[config.mk]
export PLATFORM = sky130hd
export DESIGN_NAME = nx_instr_arbiter_flat
export DESIGN_NICKNAME = d
export VERILOG_FILES = /design/src/rtl/nx_instr_pkg.sv /design/src/rtl/nx_instr_arbiter_if.sv /design/src/rtl/nx_rr_arbiter2.sv /design/src/rtl/nx_instr_arbiter.sv /design/src/flat_wrapper.sv
export SDC_FILE = /design/constraint.sdc
export NUM_CORES = 1
export LEC_CHECK = 0
export BUFFER_PORTS_ARGS = -buffer_cell sky130_fd_sc_hd__buf_2
export CAP_MARGIN = 5
export CORE_ASPECT_RATIO = 1.4
export CORE_UTILIZATION = 40
export CTS_CLUSTER_DIAMETER = 40
export DETAILED_ROUTE_END_ITERATION = 12
export GPL_TIMING_DRIVEN = 0
export PLACE_DENSITY = 0.69
export SLEW_MARGIN = 0
export SYNTH_ARGS = -nofsm -noshare
export SYNTH_HDL_FRONTEND = slang
export SYNTH_SLANG_ARGS = --single-unit
[constraint.sdc]
create_clock -name clk_i -period 12.8 [get_ports clk_i]
set_clock_uncertainty 0.15 [all_clocks]
set_input_delay 3.84 -clock clk_i [delete_from_list [all_inputs] [get_ports clk_i]]
set_output_delay 3.84 -clock clk_i [all_outputs]
set_load 0.03 [all_outputs]
[src/rtl/nx_instr_pkg.sv]
// Shared types and sizing helpers for the instruction-RAM arbiter and its
// round-robin sub-block.
package nx_instr_pkg;

    localparam int DEF_INSTR_WIDTH = 15;
    localparam int DEF_MAX_INSTRS  = 512;

    function automatic int addr_w_f(input int max_instrs);
        return $clog2(max_instrs);
    endfunction

    localparam int DEF_ADDR_W = addr_w_f(DEF_MAX_INSTRS);

    typedef logic core_id_t;

    typedef enum logic [1:0] {
        GNT_NONE,
        GNT_C0,
        GNT_C1,
        GNT_WR
    } grant_e;

endpackage

[src/rtl/nx_instr_arbiter_if.sv]
// Bundle of load-path, core-fetch and RAM-macro signals around the arbiter.
// The slave modport is the arbiter's view; master is the surrounding node.
interface nx_instr_arbiter_if
    import nx_instr_pkg::*;
#(
    parameter int INSTR_WIDTH = DEF_INSTR_WIDTH,
    parameter int ADDR_W      = DEF_ADDR_W
);

    logic                   store_core_i;
    logic [INSTR_WIDTH-1:0] store_data_i;
    logic                   store_valid_i;
    logic                   overflow_o;

    logic [ADDR_W:0]        core_0_populated_o;
    logic [ADDR_W-1:0]      core_0_addr_i;
    logic                   core_0_rd_i;
    logic                   core_0_stall_o;
    logic [INSTR_WIDTH-1:0] core_0_data_o;
    logic                   core_0_valid_o;

    logic [ADDR_W:0]        core_1_populated_o;
    logic [ADDR_W-1:0]      core_1_addr_i;
    logic                   core_1_rd_i;
    logic                   core_1_stall_o;
    logic [INSTR_WIDTH-1:0] core_1_data_o;
    logic                   core_1_valid_o;

    logic [ADDR_W:0]        ram_addr_o;
    logic                   ram_wr_en_o;
    logic [INSTR_WIDTH-1:0] ram_wr_data_o;
    logic                   ram_rd_en_o;
    logic [INSTR_WIDTH-1:0] ram_rd_data_i;

    modport slave (
        input  store_core_i, store_data_i, store_valid_i,
        output overflow_o,
        output core_0_populated_o, core_0_stall_o, core_0_data_o, core_0_valid_o,
        input  core_0_addr_i, core_0_rd_i,
        output core_1_populated_o, core_1_stall_o, core_1_data_o, core_1_valid_o,
        input  core_1_addr_i, core_1_rd_i,
        output ram_addr_o, ram_wr_en_o, ram_wr_data_o, ram_rd_en_o,
        input  ram_rd_data_i
    );

    modport master (
        output store_core_i, store_data_i, store_valid_i,
        input  overflow_o,
        input  core_0_populated_o, core_0_stall_o, core_0_data_o, core_0_valid_o,
        output core_0_addr_i, core_0_rd_i,
        input  core_1_populated_o, core_1_stall_o, core_1_data_o, core_1_valid_o,
        output core_1_addr_i, core_1_rd_i,
        input  ram_addr_o, ram_wr_en_o, ram_wr_data_o, ram_rd_en_o,
        output ram_rd_data_i
    );

endinterface

[src/rtl/nx_rr_arbiter2.sv]
// Two-requester round-robin arbiter: on a tie the requester that did not win
// most recently is granted. Grant is combinational, pointer is registered.
module nx_rr_arbiter2
    import nx_instr_pkg::*;
(
    input  logic       clk_i,
    input  logic       rst_i,
    input  logic [1:0] req_i,
    output logic [1:0] gnt_o
);

    core_id_t ptr_q;
    core_id_t ptr_d;

    always_comb begin
        gnt_o = req_i;
        if (req_i == 2'b11) begin
            gnt_o = ptr_q ? 2'b01 : 2'b10;
        end
        ptr_d = ptr_q;
        if (gnt_o[1]) begin
            ptr_d = 1'b1;
        end else if (gnt_o[0]) begin
            ptr_d = 1'b0;
        end
    end

    // Pointer starts at requester 1 so requester 0 wins the first tie.
    always_ff @(posedge clk_i) begin
        if (rst_i) begin
            ptr_q <= 1'b1;
        end else begin
            ptr_q <= ptr_d;
        end
    end

endmodule

[src/rtl/nx_instr_arbiter.sv]
// Single-port instruction RAM sequencer: load-path appends have priority,
// core fetches are round-robin arbitrated, each core owns half of the RAM.
module nx_instr_arbiter
    import nx_instr_pkg::*;
#(
    parameter int INSTR_WIDTH = DEF_INSTR_WIDTH,
    parameter int MAX_INSTRS  = DEF_MAX_INSTRS
) (
    input  logic              clk_i,
    input  logic              rst_i,
    nx_instr_arbiter_if.slave bus
);

    localparam int              ADDR_W = addr_w_f(MAX_INSTRS);
    localparam logic [ADDR_W:0] FULL   = (ADDR_W + 1)'(MAX_INSTRS);
    localparam logic [ADDR_W:0] ONE    = (ADDR_W + 1)'(1);

    logic [1:0][ADDR_W:0]        populated_q;
    logic [1:0][ADDR_W:0]        populated_d;
    logic                        overflow_q;
    logic                        overflow_d;
    logic [1:0]                  pend_q;
    logic [1:0]                  pend_d;
    logic [1:0]                  oor_q;
    logic [1:0]                  oor_d;
    logic [1:0][INSTR_WIDTH-1:0] data_q;
    logic [1:0][INSTR_WIDTH-1:0] data_d;

    logic [1:0][ADDR_W-1:0] rd_addr;
    logic [1:0]             rd_req;
    logic [1:0]             in_range;
    logic [1:0]             elig;
    logic [1:0]             oor_req;
    logic [1:0]             arb_req;
    logic [1:0]             arb_gnt;
    logic [1:0]             stall;
    logic [1:0]             done_en;
    logic [1:0]             valid;
    core_id_t               wr_core;
    logic                   wr_full;
    logic                   wr_fire;
    grant_e                 gnt;
    logic [ADDR_W:0]        ram_addr;
    logic                   ram_wr_en;
    logic                   ram_rd_en;

    // Eligibility uses the post-write count so a fetch of the slot being
    // appended this cycle stalls behind the write instead of reading as empty.
    always_comb begin
        rd_req      = {bus.core_1_rd_i, bus.core_0_rd_i};
        rd_addr[0]  = bus.core_0_addr_i;
        rd_addr[1]  = bus.core_1_addr_i;
        wr_core     = bus.store_core_i;
        wr_full     = (populated_q[wr_core] == FULL);
        wr_fire     = bus.store_valid_i & ~wr_full;
        populated_d = populated_q;
        if (wr_fire) begin
            populated_d[wr_core] = populated_q[wr_core] + ONE;
        end
        overflow_d = overflow_q | (bus.store_valid_i & wr_full);
        for (int n = 0; n < 2; n++) begin
            in_range[n] = ({1'b0, rd_addr[n]} < populated_d[n]);
            elig[n]     = rd_req[n] & in_range[n];
            oor_req[n]  = rd_req[n] & ~in_range[n];
        end
        arb_req = wr_fire ? 2'b00 : elig;
    end

    nx_rr_arbiter2 u_rr (
        .clk_i (clk_i),
        .rst_i (rst_i),
        .req_i (arb_req),
        .gnt_o (arb_gnt)
    );

    always_comb begin
        gnt = GNT_NONE;
        if (wr_fire) begin
            gnt = GNT_WR;
        end else if (arb_gnt[0]) begin
            gnt = GNT_C0;
        end else if (arb_gnt[1]) begin
            gnt = GNT_C1;
        end
        ram_addr  = '0;
        ram_wr_en = 1'b0;
        ram_rd_en = 1'b0;
        case (gnt)
            GNT_WR: begin
                ram_wr_en = 1'b1;
                ram_addr  = {wr_core, populated_q[wr_core][ADDR_W-1:0]};
            end
            GNT_C0: begin
                ram_rd_en = 1'b1;
                ram_addr  = {1'b0, rd_addr[0]};
            end
            GNT_C1: begin
                ram_rd_en = 1'b1;
                ram_addr  = {1'b1, rd_addr[1]};
            end
            default: begin
            end
        endcase
        stall = elig & ~arb_gnt;
    end

    // RAM data for a fetch granted just before reset is dropped while rst_i is high.
    always_comb begin
        done_en = ~{2{rst_i}};
        pend_d  = arb_gnt;
        oor_d   = oor_req;
        for (int n = 0; n < 2; n++) begin
            if (pend_q[n] & done_en[n]) begin
                data_d[n] = bus.ram_rd_data_i;
            end else if (oor_q[n] & done_en[n]) begin
                data_d[n] = '0;
            end else begin
                data_d[n] = data_q[n];
            end
        end
        valid = (pend_q | oor_q) & done_en;
    end

    always_ff @(posedge clk_i) begin
        if (rst_i) begin
            populated_q <= '0;
            overflow_q  <= 1'b0;
            pend_q      <= '0;
            oor_q       <= '0;
            data_q      <= '0;
        end else begin
            populated_q <= populated_d;
            overflow_q  <= overflow_d;
            pend_q      <= pend_d;
            oor_q       <= oor_d;
            data_q      <= data_d;
        end
    end

    assign bus.overflow_o         = overflow_q;
    assign bus.core_0_populated_o = populated_q[0];
    assign bus.core_1_populated_o = populated_q[1];
    assign bus.core_0_stall_o     = stall[0];
    assign bus.core_1_stall_o     = stall[1];
    assign bus.core_0_data_o      = data_d[0];
    assign bus.core_1_data_o      = data_d[1];
    assign bus.core_0_valid_o     = valid[0];
    assign bus.core_1_valid_o     = valid[1];
    assign bus.ram_addr_o         = ram_addr;
    assign bus.ram_wr_en_o        = ram_wr_en;
    assign bus.ram_wr_data_o      = bus.store_data_i;
    assign bus.ram_rd_en_o        = ram_rd_en;

endmodule

[src/flat_wrapper.sv]
// flat-port wrapper written by rule: the top's interface ports become plain ports
module nx_instr_arbiter_flat import nx_instr_pkg::*;
#(
    parameter int INSTR_WIDTH = DEF_INSTR_WIDTH,
    parameter int MAX_INSTRS  = DEF_MAX_INSTRS
)
  (clk_i, rst_i, bus_store_core_i, bus_store_data_i, bus_store_valid_i, bus_overflow_o, bus_core_0_populated_o, bus_core_0_stall_o, bus_core_0_data_o, bus_core_0_valid_o, bus_core_0_addr_i, bus_core_0_rd_i, bus_core_1_populated_o, bus_core_1_stall_o, bus_core_1_data_o, bus_core_1_valid_o, bus_core_1_addr_i, bus_core_1_rd_i, bus_ram_addr_o, bus_ram_wr_en_o, bus_ram_wr_data_o, bus_ram_rd_en_o, bus_ram_rd_data_i);
  nx_instr_arbiter_if #(.INSTR_WIDTH(INSTR_WIDTH), .ADDR_W((9))) bus_i ();
  input  logic clk_i;
  input  logic rst_i;
  input wire logic [$bits(bus_i.store_core_i)-1:0] bus_store_core_i;
  input wire logic [$bits(bus_i.store_data_i)-1:0] bus_store_data_i;
  input wire logic [$bits(bus_i.store_valid_i)-1:0] bus_store_valid_i;
  output wire logic [$bits(bus_i.overflow_o)-1:0] bus_overflow_o;
  output wire logic [$bits(bus_i.core_0_populated_o)-1:0] bus_core_0_populated_o;
  output wire logic [$bits(bus_i.core_0_stall_o)-1:0] bus_core_0_stall_o;
  output wire logic [$bits(bus_i.core_0_data_o)-1:0] bus_core_0_data_o;
  output wire logic [$bits(bus_i.core_0_valid_o)-1:0] bus_core_0_valid_o;
  input wire logic [$bits(bus_i.core_0_addr_i)-1:0] bus_core_0_addr_i;
  input wire logic [$bits(bus_i.core_0_rd_i)-1:0] bus_core_0_rd_i;
  output wire logic [$bits(bus_i.core_1_populated_o)-1:0] bus_core_1_populated_o;
  output wire logic [$bits(bus_i.core_1_stall_o)-1:0] bus_core_1_stall_o;
  output wire logic [$bits(bus_i.core_1_data_o)-1:0] bus_core_1_data_o;
  output wire logic [$bits(bus_i.core_1_valid_o)-1:0] bus_core_1_valid_o;
  input wire logic [$bits(bus_i.core_1_addr_i)-1:0] bus_core_1_addr_i;
  input wire logic [$bits(bus_i.core_1_rd_i)-1:0] bus_core_1_rd_i;
  output wire logic [$bits(bus_i.ram_addr_o)-1:0] bus_ram_addr_o;
  output wire logic [$bits(bus_i.ram_wr_en_o)-1:0] bus_ram_wr_en_o;
  output wire logic [$bits(bus_i.ram_wr_data_o)-1:0] bus_ram_wr_data_o;
  output wire logic [$bits(bus_i.ram_rd_en_o)-1:0] bus_ram_rd_en_o;
  input wire logic [$bits(bus_i.ram_rd_data_i)-1:0] bus_ram_rd_data_i;
  assign bus_i.store_core_i = bus_store_core_i;
  assign bus_i.store_data_i = bus_store_data_i;
  assign bus_i.store_valid_i = bus_store_valid_i;
  assign bus_overflow_o = bus_i.overflow_o;
  assign bus_core_0_populated_o = bus_i.core_0_populated_o;
  assign bus_core_0_stall_o = bus_i.core_0_stall_o;
  assign bus_core_0_data_o = bus_i.core_0_data_o;
  assign bus_core_0_valid_o = bus_i.core_0_valid_o;
  assign bus_i.core_0_addr_i = bus_core_0_addr_i;
  assign bus_i.core_0_rd_i = bus_core_0_rd_i;
  assign bus_core_1_populated_o = bus_i.core_1_populated_o;
  assign bus_core_1_stall_o = bus_i.core_1_stall_o;
  assign bus_core_1_data_o = bus_i.core_1_data_o;
  assign bus_core_1_valid_o = bus_i.core_1_valid_o;
  assign bus_i.core_1_addr_i = bus_core_1_addr_i;
  assign bus_i.core_1_rd_i = bus_core_1_rd_i;
  assign bus_ram_addr_o = bus_i.ram_addr_o;
  assign bus_ram_wr_en_o = bus_i.ram_wr_en_o;
  assign bus_ram_wr_data_o = bus_i.ram_wr_data_o;
  assign bus_ram_rd_en_o = bus_i.ram_rd_en_o;
  assign bus_i.ram_rd_data_i = bus_ram_rd_data_i;
  nx_instr_arbiter #(.INSTR_WIDTH(INSTR_WIDTH), .MAX_INSTRS(MAX_INSTRS)) u_core (.clk_i(clk_i), .rst_i(rst_i), .bus(bus_i));
endmodule
==> results of run 1 <==
logic make-up (layout without fill, tap and decap cells):
kind of cell               count (synthesis)  after routing  share of synthesized area
buffers and inverters                     39            168                    0.06928
adders and majority gates                 18             18                    0.07209
xor gates and xnor gates                  14             14                    0.03925
DFF                                       56             56                     0.3588
muxes                                     13             13                    0.04245
AOI/OAI and AO/OA                         82             82                     0.2243
and+or+nand+nor                          114            114                     0.1938
layer usage:
layer | global-route usage | vias up
met3 | 0.03234 | 21
met5 | 0 | -
li1 | - | 1471
met1 | 0.2624 | 1431
met2 | 0.4082 | 143
met4 | 0.1058 | 0
sequential cells by signal, summed over array words and instances, names as in the netlist:
signal                         cells
u_core.bus.core_0_populated_o     10
u_core.pend_q                      2
u_core.u_rr.ptr_q                  1
u_core.oor_q                       2
u_core.data_q                     30
u_core.bus.overflow_o              1
u_core.bus.core_1_populated_o     10
cells in the mapped netlist, types with 2 or more instances:
cell / instances / area share
buf_4: 16 / 0.038
o2111ai_1: 2 / 0.0056
xnor2_1: 12 / 0.034
a211oi_1: 2 / 0.0048
o311ai_1: 2 / 0.0056
mux2_2: 2 / 0.0072
and2_1: 34 / 0.068
nor2b_1: 7 / 0.014
nor2_1: 44 / 0.053
a22o_1: 30 / 0.084
a31oi_1: 2 / 0.0040
buf_2: 2 / 0.0032
nand2_1: 4 / 0.0048
o21ai_1: 3 / 0.0048
dfxtp_1: 56 / 0.36
xor2_1: 2 / 0.0056
ha_1: 18 / 0.072
a221o_1: 9 / 0.029
inv_1: 7 / 0.0084
mux2i_1: 11 / 0.035
nand3_1: 5 / 0.0080
nor4_1: 2 / 0.0040
o21ai_0: 4 / 0.0064
a21o_1: 3 / 0.0072
a21oi_1: 9 / 0.014
a32o_1: 3 / 0.0096
nor3_1: 4 / 0.0064
clkbuf_1: 11 / 0.013
o22ai_1: 2 / 0.0040
nand4_1: 5 / 0.010
power breakdown:
group | switching (uW) | internal [uW]
clock | 62.0 | 39.0
sequential | 2.56 | 176
combinational | 43.7 | 26.3
total | 108 | 242
final timing paths:
kind / start / slack, ps / depth (start not counted) / to
setup / recovery: bus_store_core_i / 260 / 23 / bus_ram_addr_o[1]
hold / removal: u_core.bus.overflow_o / 330 / 2 / u_core.bus.overflow_o
setup reg to reg: u_core.bus.core_0_populated_o[0] / 8380 / 19 / u_core.pend_q[1]
hold reg to reg: u_core.bus.overflow_o / 330 / 2 / u_core.bus.overflow_o
stage by stage:
step | hold slack (ps) | setup TNS [ps] | area (um^2) | instances
after floorplan | 338.6 | 0 | 3124 | 336
after global placement | 308.2 | -13090 | 3841 | 552
after detailed placement | 309.9 | -13430 | 3841 | 552
after CTS | 342.1 | 0 | 3949 | 559
after global routing | 379.1 | -121.6 | 4005 | 562
final | 334.9 | 0 | 4005 | 562
cell type report:
class | instances | area, um^2 | share of cell area
buffer | 29 | 195.2 | 0.04873
clock buffer | 5 | 68.82 | 0.01718
clock inverter | 3 | 21.27 | 0.005311
inverter | 8 | 30.03 | 0.007498
multi-input combinational | 241 | 1822 | 0.4549
sequential | 56 | 1121 | 0.2799
tap | 97 | 121.4 | 0.03030
timing repair buffer | 123 | 625.6 | 0.1562
worst max-delay path, delay by kind of cell:
| family | cells | cell delay (ps) |
|---|---|---|
| compound gates | 8 | 1930 |
| simple gates | 4 | 630 |
| xor+xnor | 1 | 140 |
| mux | 1 | 290 |
| fa+ha+maj | 2 | 430 |
| buf+inv | 7 | 1270 |
what timing repair did:
item                                    in CTS  in global routing
gates resized for setup                      5                  9
endpoints found under the setup margin      13                 11
pin swaps                                    2                  3
setup buffers                                1                  3
==> out/metrics.cfg, run 1 <==
[sta]
hold_viol = 0
slew_headroom = 0.6007
fmax_mhz = 79.77
min_period_ps = 12540
worstMarginPinSlew_ps = 598.9
fin_crit_sh = 0.9794
finalMaxSlewViolations = 0
setup_viol = 0
setup_slack_ps = 263.9

[clocking]
cts_tree = built
cts.sinks = 56
clockRootBuffer = clkbuf_8
cts-hold-fix-buffers = 0
clk_pin_slew_ps = 120
h-tree-depth = 2
cts_buffers = 5
clock_path_buffers = 2
clk_latency_ps = 320

[floorplan]
die_width_um = 76.69
pin_count = 136
die_area_um2 = 8173
initial_core_util = 0.4192
rows = 37
die_h_um = 106.6
core-area_um2 = 7453

[placement]
port_buffers = 119
dp_hpwl_um = 7215
post-place-ws_ps = -1175
place_congestion = 0.9401

[cells_and_area]
area_delta_synth_final_pct = 28.19
nets = 536
final_common_cell = buf_2
fillers = 725
antenna-diode-count = 0
final_util = 0.5374
final_cell_mix = 119 x buf_2, 56 x dfxtp_1, 44 x nor2_1, 34 x and2_1, 30 x a22o_1
layout-drive-gt1-share = 0.3634

[setup_path]
worstPathCellList = buf_2 -> buf_8 -> buf_6 -> mux2i_2 -> ha_1 -> o211ai_2 -> o21ai_2 -> buf_4 -> or2_4 -> nor2_1 -> xnor2_1 -> ha_1 -> a211oi_1 -> nor2_1 -> nor4_2 -> buf_4 -> o311ai_1 -> a221oi_2 -> o21ai_2 -> o2111a_2 -> buf_6 -> a221o_1 -> buf_2
slowest_delay_ps = 380
cp_max_fo = 19
end_kind = output pin
critPathKind = in2out
cp-start-kind = input pin
cp.required_ps = 8810
critPathSlowestCell = a221oi_2
crit_arrival_ps = 8550

[run_status]
run_status = finished clean

[power_and_ir_drop]
power.leakage_uw = 0.001921
p_per_area_nw_per_um2 = 87.41
ir_worst_vdd_mv = 0.05440
power_uw = 350.1

[synth]
ys_ff_latch = 56
async_reset_ff_frac = 0
syn_area_um2 = 3124
yosysWarningCount = 0
avgSynthCellArea_um2 = 9.298
synthesis.nets = 408
synth-edff-count = 0
seq_area_frac_synth = 0.3588
synthCells = 336
synth_flop_cell = dfxtp_1
ys_types = 53

[route]
wl_met3_um = 498
drt_wl_total_um = 9251
post_drt_via_cell_ratio = 5.456
first_iter_violations = 103
wl_met2_um = 4656
num_vias = 3066
first_pass_iters = 4
drc = 0
wirelength_met1_um = 3809
wire_per_inst_um = 16.46
top_layer = met4
ant_nets = 0

[global_route]
grtUsageTotal = 0.2270
antenna_found_initial = 0
grt_pass1_wl_um = 14550
grt_overflow = 0
grt_pass1_vias = 2898
grt_max_degree = 20

[job]
maxCapViolCount = 0

[hold_path]
hp-class = reg2reg

Note: power is estimated with default switching activity, not from simulation.
==> run 2: changes to the inputs <==
--- a/config.mk
+++ b/config.mk
@@ -5,14 +5,14 @@
 export SDC_FILE = /design/constraint.sdc
 export NUM_CORES = 1
 export LEC_CHECK = 0
-export BUFFER_PORTS_ARGS = -buffer_cell sky130_fd_sc_hd__buf_2
 export CAP_MARGIN = 5
 export CORE_ASPECT_RATIO = 1.4
 export CORE_UTILIZATION = 40
 export CTS_CLUSTER_DIAMETER = 40
 export DETAILED_ROUTE_END_ITERATION = 12
+export DONT_BUFFER_PORTS = 1
 export GPL_TIMING_DRIVEN = 0
-export PLACE_DENSITY = 0.69
+export PLACE_DENSITY = 0.63
 export SLEW_MARGIN = 0
 export SYNTH_ARGS = -nofsm -noshare
 export SYNTH_HDL_FRONTEND = slang
==> constraint.sdc (replaced) <==
create_clock -name clk_i -period 13.9 [get_ports clk_i]
set_clock_uncertainty 0.15 [all_clocks]
set_input_delay 4.17 -clock clk_i [delete_from_list [all_inputs] [get_ports clk_i]]
set_output_delay 4.17 -clock clk_i [all_outputs]
set_load 0.03 [all_outputs]
==> run 2 against run 1 <==
Compared with the run above:
- register-to-register slack gained 670 ps
- non-clock buffer count shrank 121
- first-iteration DRC count shrank 16%
- total power shrank 12%
- combinational power shrank 31%
- global-route usage shrank 1.4 points
- critical path type unchanged
- largest cell class unchanged
- highest routed layer unchanged
==> out/metrics.cfg, run 2 (same netlist as run 1, synthesis figures left out) <==
[cells_and_area]
layout-drive-gt1-share = 0.1308
largest_reg_flops = 30
final_cell_mix = 56 x dfxtp_1, 44 x nor2_1, 34 x and2_1, 30 x a22o_1, 18 x ha_1
nets = 415
multi_input_area_um2 = 1793
regArea_um2 = 1121
area_delta_synth_final_pct = 7.849
antenna-diode-count = 0
fillers = 753
final_common_cell = dfxtp_1
largest_register = u_core.data_q

[clocking]
h-tree-depth = 2
cts-hold-fix-buffers = 0
cts.sinks = 56
clk_pin_slew_ps = 100
clk_latency_ps = 310
cts_tree = built
clock_path_buffers = 2
cts_buffers = 5
clockRootBuffer = clkbuf_8

[setup_path]
cp.required_ps = 9580
crit_arrival_ps = 9210
critPathKind = in2out
cp-start-kind = input pin
cp_max_fo = 10
end_kind = output pin
r2r_cells = 18

[global_route]
use_met2 = 0.3833
antenna_found_initial = 0
grt_overflow = 0
grt_use_met3 = 0.07064
grt_max_degree = 19
grt_most_used_layer = met2
grt_pass1_wl_um = 13580
grt_pass1_vias = 2635
grtUsageMet1 = 0.2251
grtUsageTotal = 0.2127

[route]
num_vias = 2567
drt_wl_total_um = 8683
drc = 0
first_iter_violations = 87
ant_nets = 0
wire_per_inst_um = 19.69
first_pass_iters = 6
post_drt_via_cell_ratio = 5.821

[placement]
place_congestion = 0.8985
post-place-ws_ps = -340.0
dp_hpwl_um = 6733
port_buffers = 0

[sta]
setup_viol = 0
setup_tns_ps = 0
hold_viol = 0
worstMarginPinSlew_ps = 678.5
setup_slack_ps = 374.9
min_period_ps = 13530
fin_crit_sh = 0.9730
fmax_mhz = 73.94
rsz0062_at_grt = false
finalMaxSlewViolations = 0
slew_headroom = 0.5491

[run_status]
run_status = finished clean

[floorplan]
initial_core_util = 0.4192
rows = 37
die_area_um2 = 8173
core-area_um2 = 7453
die_h_um = 106.6
die_width_um = 76.69
pin_count = 136

[power_and_ir_drop]
p_per_area_nw_per_um2 = 91.07
ir_worst_vdd_mv = 0.05307
power.leakage_uw = 0.001342

[hold_path]
whs_path_depth = 1
hp-class = reg2reg

[job]
maxCapViolCount = 0

-- run 2: final timing paths --
kind,start,endpoint,slack [ps]
worst max-delay path,bus_store_core_i,bus_ram_addr_o[2],370
worst min-delay path,u_core.u_rr.ptr_q,u_core.u_rr.ptr_q,400
worst max register to register,u_core.bus.core_0_populated_o[0],u_core.pend_q[1],9050
worst min register to register,u_core.u_rr.ptr_q,u_core.u_rr.ptr_q,400
-- run 2: routing by layer --
| metal | vias up | part of all wire | routed length [um] |
|---|---|---|---|
| met3 | 18 | 0.088 | 761 |
| met1 | 1182 | 0.38 | 3329 |
| met4 | 0 | 0.020 | 170 |
| li1 | 1225 | - | - |
| met5 | - | 0 | 0 |
| met2 | 142 | 0.51 | 4422 |
-- run 2: worst max-delay path, cell delays in order --
cell and delay (ps):
buf_4 160, buf_2 270, clkbuf_4 300, mux2i_1 320, ha_1 220, o211ai_2 140, o21ai_1 210, clkbuf_4 270
or2_2 240, nor2_1 70, xnor2_1 190, ha_1 270, o21ai_0 230, nor2_1 90, nor4_1 290, o311ai_1 200
a221oi_2 400, o21ai_2 170, o2111a_2 320, buf_6 160, a221o_1 490
-- run 2: timing repair --
action,CTS,global route
pin swaps,1,0
buffers inserted,1,0
gates resized for setup,2,3
endpoints found under the setup margin,11,12
-- run 2: area by class of cell --
type / instances / area share
sequential: 56 / 0.3327
clock buffer: 5 / 0.02042
clock inverter: 3 / 0.006684
inverter: 8 / 0.01003
timing repair buffer: 1 / 0.005941
tap: 97 / 0.03602
buffer: 30 / 0.05607
multi-input combinational: 241 / 0.5321
-- run 2: where the power goes --
part	switching, uW	internal, uW	total (uW)
clock network	56.4	36.3	92.8
registers	3.62	162	166
logic	32.8	15.2	48.0
total	92.8	214	307
-- run 2: stage by stage --
stage | cell area [um^2] | std cells | power [uW] | utilization | hold WS (ps)
6_report | 3369 | 441 | 306.8 | 0.4521 | 395.3
5_1_grt | 3369 | 441 | 320.0 | 0.4521 | 404.2
4_1_cts | 3364 | 442 | 309.7 | 0.4514 | 392.5
3_5_place_dp | 3246 | 433 | 216.8 | 0.4355 | 378.4
3_3_place_gp | 3246 | 433 | 216.6 | 0.4355 | 366.3
2_1_floorplan | 3124 | 336 | 208.1 | - | 338.6
==> run 3: changes to the inputs <==
--- a/config.mk
+++ b/config.mk
@@ -7,12 +7,12 @@
 export LEC_CHECK = 0
 export CAP_MARGIN = 5
 export CORE_ASPECT_RATIO = 1.4
-export CORE_UTILIZATION = 40
+export CORE_UTILIZATION = 45
 export CTS_CLUSTER_DIAMETER = 40
 export DETAILED_ROUTE_END_ITERATION = 12
 export DONT_BUFFER_PORTS = 1
 export GPL_TIMING_DRIVEN = 0
-export PLACE_DENSITY = 0.63
+export PLACE_DENSITY = 0.69
 export SLEW_MARGIN = 0
 export SYNTH_ARGS = -nofsm -noshare
 export SYNTH_HDL_FRONTEND = slang
==> run 3 against run 2 <==
Compared with the run above:
- sequential power barely moved
- hold slack improved by 3.2 ps
- highest routed layer unchanged
- utilization rose by 5.4 points
- count of clock-buffer cells in the layout did not move
- critical path type unchanged
==> out/metrics.cfg, run 3 (same netlist as run 1, synthesis figures left out) <==
[floorplan]
initial_core_util = 0.4694
die_area_um2 = 7285
core-area_um2 = 6656
die_h_um = 100.6
rows = 35
pin_count = 136
die_width_um = 72.42

[placement]
port_buffers = 0
post-place-ws_ps = -503.2
place_congestion = 0.9323
dpl_cell_area_um2 = 3239
dp_hpwl_um = 6636

[cells_and_area]
nets = 415
largest_reg_flops = 30
final_common_cell = dfxtp_1
area_delta_synth_final_pct = 7.729
final_cell_mix = 56 x dfxtp_1, 44 x nor2_1, 34 x and2_1, 30 x a22o_1, 18 x ha_1
fin_area_um2 = 3366
layout-drive-gt1-share = 0.1337
antenna-diode-count = 0
largest_register = u_core.data_q

[route]
post_drt_via_cell_ratio = 5.874
wire_per_inst_um = 19.78
first_iter_violations = 92
ant_nets = 0
drt_wl_total_um = 8624
drc = 0
num_vias = 2561
first_pass_iters = 4

[power_and_ir_drop]
p_sw_uw = 93.76
power.leakage_uw = 0.001338
p_per_area_nw_per_um2 = 91.37
ir_worst_vdd_mv = 0.04154
pwr-share-clk = 0.302
power_uw = 307.5
power_frac_seq = 0.540
swShare = 0.3049
p_int_uw = 213.8
combPwrFrac = 0.157

[sta]
fmax_mhz = 73.54
finalMaxSlewViolations = 0
setup_slack_ps = 301.3
hold_viol = 0
min_period_ps = 13600
slew_headroom = 0.5412
worstMarginPinSlew_ps = 690.4
rsz0062_at_grt = false
fin_crit_sh = 0.9783
setup_viol = 0

[setup_path]
r2r-start = u_core.bus.core_0_populated_o[0]
crit_arrival_ps = 9280
reg2reg_slack_ps = 9010
cp-start-kind = input pin
cp_max_fo = 10
startpoint = bus_store_core_i
critPathKind = in2out
cp.required_ps = 9580
end_kind = output pin

[run_status]
run_status = finished clean

[clocking]
clk_latency_ps = 310
h-tree-depth = 2
cts-hold-fix-buffers = 0
clock_path_buffers = 2
clk_pin_slew_ps = 110
cts_tree = built
clockRootBuffer = clkbuf_8
cts_buffers = 5
cts.sinks = 56

[global_route]
grt_max_degree = 19
grtUsageTotal = 0.2353
grt_pass1_vias = 2537
antenna_found_initial = 0
grt_pass1_wl_um = 13210
grt_overflow = 0

[hold_path]
min_from = u_core.u_rr.ptr_q
hp-class = reg2reg

[job]
maxCapViolCount = 0

-- run 3: metrics by stage --
| step | TNS, ps | std cells | hold slack [ps] | util |
|---|---|---|---|---|
| floorplan | 0 | 336 | 338.6 | - |
| global route | 0 | 436 | 437.6 | 0.5056 |
| CTS | 0 | 437 | 398.9 | 0.5053 |
| finish | 0 | 436 | 398.5 | 0.5056 |
| global placement | -3888 | 428 | 361.8 | 0.4867 |
| detailed placement | -4968 | 428 | 371.5 | 0.4867 |
-- run 3: layout make-up --
type	instances	area, um^2
fill	642	3291
multi-input combinational	241	1799
sequential	56	1121
buffer	30	186.4
tap	92	115.1
clock buffer	5	68.82
inverter	8	33.78
clock inverter	3	21.27
timing repair buffer	1	20.02
-- run 3: worst paths after layout --
path	endpoint	depth (start not counted)
hold reg to reg	u_core.u_rr.ptr_q	1
setup / recovery	bus_ram_addr_o[1]	21
setup reg to reg	u_core.pend_q[1]	18
hold / removal	u_core.u_rr.ptr_q	1
-- run 3: power groups by stage --
stage | clock [uW] | sequential [uW] | combinational, uW
2_1_floorplan | 0 | 169 | 39.0
3_3_place_gp | 0 | 170 | 46.7
3_5_place_dp | 0 | 170 | 47.2
4_1_cts | 94.5 | 166 | 48.2
5_1_grt | 101 | 167 | 51.9
6_report | 93.0 | 166 | 48.4
-- run 3: routing by layer --
metal | routed length, um | vias to the layer above | part of all wire | track usage
li1 | - | 1221 | - | -
met1 | 3318 | 1193 | 0.38 | 0.2616
met2 | 4476 | 139 | 0.52 | 0.4292
met3 | 735 | 8 | 0.085 | 0.06300
met4 | 95 | 0 | 0.011 | 0.07240
met5 | 0 | - | 0 | 0
-- run 3: repair_timing --
item / 4_1_cts / 5_1_grt
endpoints found under the hold margin: 0 / 0
buffers inserted: 1 / 0
pin swaps: 1 / 0
cloned: 0 / 0
resized for setup: 3 / 2
setup endpoints to repair: 13 / 13
-- run 3: worst max-delay path, stage by stage --
cell and delay (ps):
buf_4 150, buf_2 270, clkbuf_4 300, mux2i_1 310, ha_1 240, o211ai_2 150
o21ai_1 220, buf_2 310, or2_2 260, nor2_1 80, xnor2_1 190, ha_1 270
o21ai_0 230, nor2_1 90, nor4_2 260, o311ai_1 210, a221oi_2 400, o21ai_2 170
o2111a_2 330, buf_6 160, a221o_1 490
